### config.mk
export PLATFORM = sky130hd
export DESIGN_NAME = cf_event_fifo
export DESIGN_NICKNAME = d
export VERILOG_FILES = /design/src/rtl/cf_event_fifo.sv
export SDC_FILE = /design/constraint.sdc
export NUM_CORES = 1
export LEC_CHECK = 0
export CAP_MARGIN = 20
export CORE_ASPECT_RATIO = 0.6
export CORE_UTILIZATION = 51
export DETAILED_ROUTE_END_ITERATION = 8
export HOLD_SLACK_MARGIN = 0.06
export PLACE_DENSITY = 0.74
export SLEW_MARGIN = 20
export SYNTH_ARGS = -nofsm -noshare
export SYNTH_HDL_FRONTEND = slang
export SYNTH_SLANG_ARGS = --single-unit
### constraint.sdc
create_clock -name clk -period 2.3 [get_ports clk]
set_input_delay 0.46 -clock clk [delete_from_list [all_inputs] [get_ports clk]]
set_output_delay 0.46 -clock clk [all_outputs]
set_load 0.01 [all_outputs]
### src/rtl/cf_event_fifo.sv
// cf_event_fifo: timestamps rising edges of signal_c / signal_f and queues
// {src, ts} entries in a show-ahead FIFO drained by a valid/ready sink.
// Optional: define CF_EVENT_DROP_CNT_EN to add the evt_drop_cnt output
// (saturating count of events dropped while the FIFO was full).
module cf_event_fifo #(
    parameter int DEPTH = 4,
    parameter int TS_W  = 8
) (
    input  logic                    clk,
    input  logic                    rst_n,
    input  logic                    signal_c,
    input  logic                    signal_f,
    output logic                    evt_valid,
    input  logic                    evt_ready,
    output logic [TS_W+1:0]         evt_data,
    output logic                    evt_ovf,
    output logic [$clog2(DEPTH):0]  evt_level
`ifdef CF_EVENT_DROP_CNT_EN
    ,
    output logic [7:0]              evt_drop_cnt
`endif
);

    localparam int AW = $clog2(DEPTH);
    localparam int LW = AW + 1;

    logic [TS_W+1:0] mem [DEPTH];
    logic [AW:0]     wr_ptr, rd_ptr, wr_nxt, rd_nxt;
    logic [TS_W-1:0] ts;
    logic            c_q, f_q;
    logic            rc, rf, push, pop, full, accept, drop;
    logic [TS_W+1:0] entry;

    // Edge detect and push/pop decisions for this edge
    always_comb begin
        rc     = signal_c & ~c_q;
        rf     = signal_f & ~f_q;
        push   = rc | rf;
        entry  = {rf, rc, ts};
        pop    = evt_valid & evt_ready;
        full   = (evt_level == LW'(DEPTH));
        // When full, a simultaneous pop frees the head slot, so the push fits
        accept = push & (~full | pop);
        drop   = push & full & ~pop;
        wr_nxt = accept ? wr_ptr + LW'(1) : wr_ptr;
        rd_nxt = pop    ? rd_ptr + LW'(1) : rd_ptr;
    end

    // Pointers, registered status, timestamp and edge history
    always_ff @(posedge clk) begin
        if (!rst_n) begin
            wr_ptr    <= '0;
            rd_ptr    <= '0;
            evt_level <= '0;
            evt_valid <= 1'b0;
            evt_ovf   <= 1'b0;
            ts        <= '0;
            c_q       <= 1'b1;
            f_q       <= 1'b1;
        end else begin
            wr_ptr    <= wr_nxt;
            rd_ptr    <= rd_nxt;
            evt_level <= wr_nxt - rd_nxt;
            evt_valid <= (wr_nxt != rd_nxt);
            if (drop) evt_ovf <= 1'b1;
            ts        <= ts + TS_W'(1);
            c_q       <= signal_c;
            f_q       <= signal_f;
        end
    end

    // Storage array; contents need no reset since reads are gated by evt_valid
    always_ff @(posedge clk) begin
        if (rst_n && accept) mem[wr_ptr[AW-1:0]] <= entry;
    end

    // Show-ahead head entry; zero while empty
    always_comb begin
        evt_data = '0;
        if (evt_valid) evt_data = mem[rd_ptr[AW-1:0]];
    end

`ifdef CF_EVENT_DROP_CNT_EN
    // Saturating count of dropped events
    always_ff @(posedge clk) begin
        if (!rst_n)                        evt_drop_cnt <= 8'd0;
        else if (drop && evt_drop_cnt != 8'hFF) evt_drop_cnt <= evt_drop_cnt + 8'd1;
    end
`endif

endmodule
==> out/metrics.yaml <==
floorplan:
  coreArea_mm2: 0.00464
  die_y_um: 56.1
  initial_core_util_pct: 53.7
  die_area_mm2: 0.00517
  row_count: 19
  io_pins: 20
  die_w_um: 92.2
sta:
  finalSetupViolCount: 0
  period_share_pct: 99.4
  tns_ns: 0
  fmax_mhz: 437
  hold_viol: 0
  post-route-min-period_ns: 2.29
  relSlewSlack_pct: 79.7
  slew_violations: 0
  fin_ws_ns: 0.0132
  tightestPinTransition_ns: 0.297
  fin_skew_ns: 0.00822
synth:
  synthTopCellsByArea: "edfxtp_1, dfxtp_1, mux4_2"
  postSynthCellCount: 164
  syn_avg_cell_area_um2: 15.2
  synth_area_mm2: 0.00249
  synth.distinct_cells: 32
  yosysWarnings: 0
  ys_seq_area_share_pct: 65.1
  yosysTopAreaCell: "edfxtp_1"
  synth_top_area_share_pct: 48.2
  syn_nets: 178
  synth_seq_cells: 61
global_route:
  grt_use_total_pct: 22.4
  grt_use_met2_pct: 33.7
  met1_usage_pct: 29.2
  grt_pass1_vias: 1585
  grt-ovfl-total: 0
  grt_antenna_before_repair: 0
  grt.busiest_layer: "met2"
  grt_pass1_wl_um: 8090
  use_met3_pct: 8.47
  grt_max_degree: 13
drt:
  wl_per_cell_um: 17.9
  totalWireLength_um: 5030
  ant_nets: 0
  via_per_inst: 5.40
  drt_pass1_iterations: 4
  drtIter0Drc: 84
  drc_errors: 0
  vias: 1524
worst_hold_path:
  holdCritPathClass: "reg2reg"
  hold_depth: 2
cells_and_area:
  layout-drive-gt1-share_pct: 29.2
  finalNonFillerCells: 282
  fillers: 320
  diodes: 0
  syn2layout_area_growth_pct: 28.8
  mostFrequentLayoutCells: "edfxtp_1, buf_4, dfxtp_1"
  final_common_cell: "edfxtp_1"
  final_nets: 228
  design_area_mm2: 0.00321
clocking:
  clock_latency_ns: 0.34
  htree_levels: 3
  path_clk_slew_ns: 0.06
  cts_tree: "built"
  cts_buffers: 9
  clkSinkCount: 61
  cts_buffer_depth: 2
  cts-root-buf: "clkbuf_8"
critical_path:
  end_kind: "flop"
  reg2reg_depth: 9
  cp_slowest_stage_delay_ns: 0.46
  cp-start-kind: "primary input"
  crit_path_max_fanout: 4
  critPathKind: "in2reg"
  path_buf_inv: 2
  crit_chain: "dlygate4sd2_1, nand2b_4, a32oi_4, xnor2_2, ha_2, inv_1, fa_2, nor2_2, or4b_4, o2111ai_1"
  timing.critical_path.arrival_ns: 2.55
  cp.required_ns: 2.56
  critPathSlowestCell: "or4b_4"
  crit_cells: 10
  cpLargestDelayFamily: "simple AND/OR/NAND/NOR gates"
placed_design:
  place_hpwl_um: 3390
  port_buffers: 19
  dpl-instance-area_mm2: 0.00301
  gp_congestion: 0.864
  post-place-cells: 263
  dp_worst_setup_slack_ns: -0.587
pwr:
  p_per_area_mw_per_mm2: 819
  power.total_mw: 2.63
  ir_worst_vdd_mv: 0.463
  p_leak_nw: 1.24
status:
  status: "complete, no violations"
job:
  max-cap-violations: 0
## worst register-to-register path, stage by stage (launching register included)
cell,delay (ns)
dfxtp_2,0.36
nand2_4,0.06
a32oi_4,0.32
xnor2_2,0.17
ha_2,0.20
inv_1,0.06
fa_2,0.36
nor2_2,0.12
or4b_4,0.46
o2111ai_1,0.11
## area by class of cell
type / instances / area (µm²) / area share, %
flip-flops and latches: 61 / 1630 / 50.7
multi-input cells: 91 / 886 / 27.6
repair buffers: 44 / 419 / 13.1
clock buffers: 12 / 145 / 4.53
well taps: 63 / 78.8 / 2.46
inverters: 7 / 26.3 / 0.819
clock inverters: 4 / 25.0 / 0.780
## timing repair
item | in CTS | in global routing
setup buffers | 1 | 2
hold endpoints to repair | 0 | 0
cloned | 0 | 0
setup endpoints to repair | 11 | 7
hold buffers | 0 | 0
resized for setup | 17 | 6
pin swaps | 2 | 4
## synthesized netlist by cell type, drive strengths merged
library cell	instances
edfxtp	40
dfxtp	21
and2	15
nor2	14
mux4	10
ha	8
inv	7
and3	6
nand3	5
xnor2	5
clkbuf	4
nand2b	4
xor2	4
a41oi	2
nand2	2
o21ai	2
a21o	1
a21oi	1
a32o	1
a32oi	1
buf	1
fa	1
mux2	1
mux2i	1
nand4	1
nor3	1
o2111ai	1
o211ai	1
or3	1
or4b	1
xnor3	1
## power by group
group          switching [mW]  internal (mW)
clock                   0.391          0.416
combinational           0.251          0.302
sequential             0.0500           1.22
total                   0.692           1.94
## through the flow
step           utilization, %  hold WS, ns
2_1_floorplan               -        0.449
3_3_place_gp             64.8        0.469
3_5_place_dp             64.8        0.491
4_1_cts                  68.5        0.502
5_1_grt                  69.2        0.524
6_report                 69.2        0.498
## kinds of logic after synthesis
logic type,Yosys count,share of synthesized area (%)
buffers and inverters,12,1.86
AND/OR/NAND/NOR,50,10.9
adder cells (fa/ha/maj),9,4.82
AO/OA/AOI/OAI,10,3.37
multiplexers,12,9.90
XOR/XNOR,10,4.07
flip-flops,61,65.1
## layer usage
layer	part of all wire [%]	wire length (µm)
met1	45	2250
met2	47	2390
met3	6.1	307
met4	1.7	85
met5	0	0
## worst paths after layout
| path | startpoint | to | slack, ns |
|---|---|---|---|
| worst max-delay path | signal_c | evt_level[2] | 0.01 |
| worst min register to register | wr_ptr[2] | wr_ptr[2] | 0.50 |
| worst min-delay path | wr_ptr[2] | wr_ptr[2] | 0.50 |
| worst max register to register | evt_valid | evt_level[2] | 0.02 |
## sequential cells by signal, summed over array words and instances, names as in the netlist
signal,count
evt_valid,1
evt_level,3
f_q,1
mem,40
ts,8
rd_ptr,3
c_q,1
evt_ovf,1
wr_ptr,3
No activity file was read; power rests on OpenSTA's default activity.
